==> src/rtl/ex_uop_issue.sv <==
`default_nettype none
// ============================================================================
// Module   : ex_uop_issue
// Brief    : Bundle FIFO between the uop feed and the execute datapath; issues
//            one uop per cycle with first/last instruction-boundary marks.
// Revision : 1.0
// ============================================================================
module ex_uop_issue #(
   parameter int DEPTH = 2
) (
   input  logic        clk,
   input  logic        a_rst,
   output logic        feed_req,
   input  logic        feed_ack,
   input  logic [19:0] uop_0,
   input  logic [19:0] uop_1,
   input  logic [19:0] uop_2,
   input  logic [1:0]  uop_count,
   input  logic [15:0] k,
   input  logic        flush,
   input  logic        dp_rdy,
   output logic        dp_valid,
   output logic [19:0] dp_uop,
   output logic [15:0] dp_k,
   output logic        dp_first,
   output logic        dp_last,
   output logic        busy
);

   localparam int AW = $clog2(DEPTH);
   localparam int CW = AW + 1;

   logic [19:0]   r_uop0 [DEPTH];
   logic [19:0]   r_uop1 [DEPTH];
   logic [19:0]   r_uop2 [DEPTH];
   logic [1:0]    r_cnt  [DEPTH];
   logic [15:0]   r_k    [DEPTH];

   logic [AW-1:0] r_wr;
   logic [AW-1:0] r_rd;
   logic [CW-1:0] r_occ;
   logic [1:0]    r_idx;

   logic          w_full;
   logic          w_empty;
   logic          w_push;
   logic          w_fire;
   logic          w_pop;
   logic          w_at_last;
   logic [1:0]    w_head_cnt;

   assign w_full     = (r_occ == CW'(DEPTH));
   assign w_empty    = (r_occ == '0);
   assign w_head_cnt = r_cnt[r_rd];
   assign w_at_last  = (r_idx == (w_head_cnt - 2'd1));

   assign feed_req = ~w_full & ~flush & ~a_rst;
   // A zero-uop bundle completes the handshake but occupies no entry.
   assign w_push   = feed_req & feed_ack & (uop_count != 2'd0);

   assign dp_valid = ~w_empty & ~flush & ~a_rst;
   assign dp_k     = r_k[r_rd];
   assign dp_first = dp_valid & (r_idx == 2'd0);
   assign dp_last  = dp_valid & w_at_last;
   assign busy     = ~w_empty & ~a_rst;

   always_comb begin
      dp_uop = r_uop2[r_rd];
      case (r_idx)
         2'd0:    dp_uop = r_uop0[r_rd];
         2'd1:    dp_uop = r_uop1[r_rd];
         default: dp_uop = r_uop2[r_rd];
      endcase
   end

   assign w_fire = dp_valid & dp_rdy;
   assign w_pop  = w_fire & w_at_last;

   always_ff @(posedge clk) begin
      if (w_push) begin
         r_uop0[r_wr] <= uop_0;
         r_uop1[r_wr] <= uop_1;
         r_uop2[r_wr] <= uop_2;
         r_cnt[r_wr]  <= uop_count;
         r_k[r_wr]    <= k;
      end
   end

   // Flush shares the reset path so it wins over any push or pop this cycle.
   always_ff @(posedge clk) begin
      if (a_rst || flush) begin
         r_wr  <= '0;
         r_rd  <= '0;
         r_occ <= '0;
         r_idx <= 2'd0;
      end else begin
         if (w_push) begin
            r_wr <= r_wr + 1'b1;
         end
         if (w_pop) begin
            r_rd  <= r_rd + 1'b1;
            r_idx <= 2'd0;
         end else if (w_fire) begin
            r_idx <= r_idx + 2'd1;
         end
         case ({w_push, w_pop})
            2'b10:   r_occ <= r_occ + 1'b1;
            2'b01:   r_occ <= r_occ - 1'b1;
            default: r_occ <= r_occ;
         endcase
      end
   end

endmodule
`default_nettype wire

==> config.mk <==
export PLATFORM = sky130hd
export DESIGN_NAME = ex_uop_issue
export DESIGN_NICKNAME = d
export VERILOG_FILES = /design/src/rtl/ex_uop_issue.sv
export SDC_FILE = /design/constraint.sdc
export NUM_CORES = 1
export LEC_CHECK = 0
export ABC_AREA = 1
export CAP_MARGIN = 20
export CORE_MARGIN = 2
export CORE_UTILIZATION = 45
export DETAILED_ROUTE_END_ITERATION = 8
export PLACE_DENSITY = 0.71
export SYNTH_ARGS = -nofsm -noshare
export SYNTH_HDL_FRONTEND = slang
export SYNTH_SLANG_ARGS = --single-unit
==> constraint.sdc <==
create_clock -name clk -period 5.8 [get_ports clk]
set_input_delay 0.87 -clock clk [delete_from_list [all_inputs] [get_ports clk]]
set_output_delay 0.87 -clock clk [all_outputs]
set_load 0.005 [all_outputs]
==> impl_metrics.tcl, run 1 <==
set metrics [dict create \
    status "complete, no violations" \
    use_met2 0.308 \
    place_ws_ns 2.01 \
    yosysUniqueCellTypes 28 \
    p_comb_frac 0.042 \
    fin_nets 673 \
    hpwl_um 7920 \
    diodes 0 \
    yosysSeqAreaShare 0.764 \
    synthesis.nets 550 \
    intPower_mw 2.06 \
    crit_required_ns 4.93 \
    cts_tree "yes" \
    arrival_ns 3.42 \
    cts-hold-fix-buffers 0 \
    grt_pass1_vias 4040 \
    fin_ws_ns 1.51 \
    drv_slew 0 \
    syn-mean-instance-area_um2 13.6 \
    clock_skew_ns 0.00365 \
    p_clk_frac 0.445 \
    min_path_type "flop to flop" \
    via_per_inst 5.12 \
    fin_setup_tns_ns 0 \
    path_clk_slew_ns 0.06 \
    h-tree-depth 4 \
    grt_use_total 0.183 \
    cts_root_buffer "clkbuf_16" \
    layout_common_cells "edfxtp_1, clkdlybuf4s50_1, nor2_1" \
    max-slew-margin-rel 0.299 \
    yosys_warnings 0 \
    pin_count 124 \
    drt_pass1_iterations 4 \
    area_growth_pct 31.7 \
    timing_worst_setup_path_type "flop to output pin" \
    min_period_ns 4.29 \
    power_density_nw_per_um2 307 \
    remaining_drc_errors 0 \
    rows 43 \
    power_frac_seq 0.513 \
    ir_drop_mv 0.184 \
    synth_seq_cells 163 \
    cts_resized 0 \
    core_um2 13800 \
    p_leak_nw 2.86 \
    overflow 0 \
    setup_violations 0 \
    tightestPinTransition_ns 1.05 \
    use_met3 0.0502 \
    p_sw_frac 0.195 \
    drtAntennaViolNets 0 \
    die_x_um 122 \
    initial_core_util 0.459 \
    fmax_mhz 233 \
    clockBufferDepth 2 \
    grt_antenna_before_repair 0 \
    crit_fanout 21 \
    routedWlPerCell_um 16.9 \
    worstSetupEndpointType "output pin" \
    synthCells 464 \
    met1_usage 0.221 \
    fp.dieH_um 122 \
    min_period_over_period 0.740 \
    mostFrequentLayoutCell "edfxtp_1" \
    top_usage_layer "met2" \
    clock-sinks 163 \
    start_kind "flop" \
    r2r_slack_ns 3.48 \
    postCtsSetupBuffers 0 \
    io_buffers 123 \
    vias 3997 \
    clkLatencyLatePin_ns 0.42 \
    drt-total-wl_um 13200 \
    die_area_um2 15000 \
    rsz0062_at_grt "false" \
    max-cap-violations 0 \
    hold_viol 0 \
    drive_above_1_share 0.0883 \
    syn_area_um2 6320 \
    grt_pass1_wl_um 20400 \
    p_switching_mw 0.498 \
    gp_congestion 0.770 \
    drt_iter0_markers 257 \
    grt_max_degree 80 \
    cts_made_buffers 17 \
]
==> cells in the mapped netlist (all sizes together) <==
| cell type | instances | area, um^2 |
|---|---|---|
| nand3 | 6 | 62.6 |
| nand2 | 65 | 251 |
| o21a | 1 | 7.51 |
| a21oi | 7 | 42.5 |
| inv | 19 | 76.3 |
| edfxtp | 156 | 4680 |
| nand4 | 1 | 6.26 |
| xor2 | 1 | 8.76 |
| ha | 3 | 37.5 |
| nor2 | 90 | 350 |
| dfxtp | 7 | 140 |
| o21ai | 64 | 320 |
| buf | 15 | 118 |
| nor3 | 1 | 5.00 |
| clkbuf | 8 | 30.0 |
| o221ai | 20 | 175 |
==> final timing paths <==
kind,startpoint,end,cells past startpoint
worst max-delay path,r_idx[1]$_SDFFE_PP0P_,dp_uop[6],6
worst min-delay path,r_rd$_SDFFE_PP0P_,flop,4
worst min register to register,r_rd$_SDFFE_PP0P_,flop,4
worst max register to register,r_occ[0]$_SDFFE_PP0P_,r_uop2[1][1]$_DFFE_PP_,5
==> registers in the layout, summed over array words and instances (netlist names), named ones only <==
register,count
r_uop0,40
r_uop1,40
r_uop2,40
r_k,32
r_cnt,4
r_idx,2
r_occ,2
r_rd,1
r_wr,1
==> power by group through the flow <==
stage	Sequential, mW	Combinational (mW)	Clock, mW
6_report	1.31	0.108	1.14
5_1_grt	1.31	0.117	1.20
4_1_cts	1.31	0.109	1.16
3_5_place_dp	1.34	0.108	0
3_3_place_gp	1.33	0.104	0
2_1_floorplan	1.34	0.0225	0
==> routing by layer <==
metal	vias to the layer above	share of wire	wire length (um)
li1	1918	-	-
met1	1933	0.42	5500
met2	123	0.51	6740
met3	23	0.052	688
met4	0	0.022	287
met5	-	0	0
==> cell type report <==
cell class | count | area (um^2)
inverter | 19 | 76.3
fill | 1107 | 5460
timing repair buffer | 127 | 1300
clock inverter | 14 | 178
sequential | 163 | 4830
clock buffer | 18 | 429
multi-input combinational | 259 | 1280
tap | 180 | 225
==> per-stage QoR <==
step	util	power, mW	hold slack (ns)	instance area (um^2)	cells
3_5_place_dp	0.558	1.44	0.526	7690	747
2_1_floorplan	-	1.36	0.493	6320	464
6_report	0.604	2.56	0.541	8320	780
4_1_cts	0.602	2.58	0.537	8300	779
5_1_grt	0.604	2.63	0.573	8320	780
3_3_place_gp	0.558	1.44	0.507	7690	747
==> logic make-up (layout without fill, tap and decap cells) <==
logic type | after synthesis | count (layout) | synth area share
fa+ha+maj | 3 | 3 | 0.00594
compound gates | 92 | 92 | 0.0864
flops | 163 | 163 | 0.764
simple gates | 163 | 163 | 0.107
xor+xnor | 1 | 1 | 0.00139
buf+inv | 42 | 178 | 0.0355
==> critical path: stages, from the launching register on <==
cell and delay (ns):
dfxtp_1 0.37, inv_1 0.10, ha_1 0.51, nor2_2 0.92, o21ai_0 0.27, o221ai_1 0.27, clkdlybuf4s50_1 0.55
Power figures use the tool's default switching activity.
==> run 2: changes to the inputs <==
==> constraint.sdc (replaced) <==
create_clock -name clk -period 4.3 [get_ports clk]
set_input_delay 0.645 -clock clk [delete_from_list [all_inputs] [get_ports clk]]
set_output_delay 0.645 -clock clk [all_outputs]
set_load 0.005 [all_outputs]
==> impl_metrics.tcl, run 2 (synthesis results as in run 1) <==
set metrics [dict create \
    status "complete, no violations" \
    nFillCells 1096 \
    gp_congestion 0.784 \
    whs_ns 0.538 \
    via_per_inst 5.11 \
    worstSetupEndpointType "output pin" \
    core_um2 13800 \
    crit_slowest_cell "nor2_2" \
    cts_tree "yes" \
    power_density_nw_per_um2 415 \
    crit_fanout 20 \
    max-cap-violations 0 \
    hpwl_um 7550 \
    mostFrequentLayoutCell "edfxtp_1" \
    seq_area_um2 4830 \
    die_area_um2 15000 \
    cts_root_buffer "clkbuf_16" \
    p_leak_nw 2.86 \
    initial_core_util 0.459 \
    overflow 0 \
    grt_antenna_before_repair 0 \
    hold_viol 0 \
    arrival_ns 2.86 \
    crit_required_ns 3.65 \
    pin_count 124 \
    timing_worst_setup_path_type "flop to output pin" \
    drt_pass1_iterations 4 \
    cts_resized 0 \
    grt_pass1_vias 3971 \
    start_kind "flop" \
    vias 3990 \
    tightestPinTransition_ns 0.951 \
    post-place-cells 749 \
    drt-total-wl_um 12800 \
    reg.largest.list "r_uop0 (40), r_uop1 (40), r_uop2 (40)" \
    layout_common_cells "edfxtp_1, clkdlybuf4s50_1, nor2_1" \
    fin_setup_tns_ns 0 \
    fin_ws_ns 0.796 \
    setup_violations 0 \
    fmax_mhz 285 \
    final_core_util 0.602 \
    clock-sinks 163 \
    worstPathCellList "inv_1 -> ha_1 -> nor2_2 -> o21ai_0 -> o221ai_1 -> clkdlybuf4s50_1" \
    remaining_drc_errors 0 \
    drtAntennaViolNets 0 \
    max-slew-margin-rel 0.365 \
    clkLatencyLatePin_ns 0.42 \
    grt_max_degree 80 \
    min_period_ns 3.50 \
    critical_path.max_stage_delay_ns 0.75 \
    place_ws_ns 1.10 \
    area_growth_pct 31.3 \
    postCtsSetupBuffers 0 \
    clock_skew_ns 0.0105 \
    min_path_type "flop to flop" \
    ir_drop_mv 0.301 \
    path_clk_slew_ns 0.06 \
    final_cells 781 \
    io_buffers 123 \
    fin_nets 674 \
    fp.dieH_um 122 \
    cts_made_buffers 17 \
    drive_above_1_share 0.0800 \
    multi_input_area_um2 1280 \
    drv_slew 0 \
    grt_use_total 0.177 \
    r2r_slack_ns 1.60 \
    rows 43 \
    die_x_um 122 \
    h-tree-depth 4 \
    cts-hold-fix-buffers 0 \
    min_period_over_period 0.815 \
    routedWlPerCell_um 16.4 \
    drt_iter0_markers 449 \
    clockBufferDepth 2 \
    grt_pass1_wl_um 19700 \
    rsz0062_at_grt "false" \
]
==> run 2: cell count changes in the layout (fill, tap and decap cells not counted) <==
cell        before  now
diode_2          0    1
inv_8            1    0
clkbuf_1         1    3
buf_12           3    1
clkinv_2         2    1
buf_4            1    4
bufinv_16        3    4
inv_6            4    1
clkinv_1         0    3
clkinvlp_4       3    1
==> run 2: critical path, delay by kind of cell, from the launching register on <==
family,cells,cell delay [ns]
adders and majority gates,1,0.21
buffers and inverters,2,0.65
AOI/OAI and AO/OA,2,0.48
and+or+nand+nor,1,0.75
DFF,1,0.36
==> run 2: report_power, final <==
part / switching, mW / total [mW] / internal (mW) / leakage, nW
Clock: 0.563 / 1.53 / 0.962 / 0.287
Combinational: 0.0548 / 0.146 / 0.0914 / 1.10
Sequential: 0.00490 / 1.77 / 1.76 / 1.47
==> run 2: cell type report <==
type,count,area share
Sequential cell,163,0.582
Timing Repair Buffer,128,0.155
Inverter,19,0.00920
Clock inverter,11,0.0195
Clock buffer,20,0.0527
Antenna cell,1,0.000302
Tap cell,180,0.0272
Multi-Input combinational cell,259,0.155
==> run 2: path summary, 6_finish.rpt <==
kind | start | endpoint | cells after the start
max | r_idx[1]$_SDFFE_PP0P_ | dp_uop[17] | 6
min | r_idx[1]$_SDFFE_PP0P_ | r_idx[1]$_SDFFE_PP0P_ | 2
max reg2reg | flop | r_occ[1]$_SDFFE_PP0P_ | 12
min reg2reg | r_idx[1]$_SDFFE_PP0P_ | r_idx[1]$_SDFFE_PP0P_ | 2
==> run 2: per-stage QoR <==
step           power, mW  area [um^2]
2_1_floorplan       1.83         6320
3_3_place_gp        1.94         7690
3_5_place_dp        1.95         7690
4_1_cts             3.46         8290
5_1_grt             3.54         8290
6_report            3.44         8290
==> run 2: routing by layer <==
layer / track usage / vias to the layer above / routed length, um
li1: - / 1921 / -
met1: 0.216 / 1963 / 5420
met2: 0.298 / 95 / 6560
met3: 0.0488 / 11 / 669
met4: 0.0761 / 0 / 174
met5: 0 / - / 0
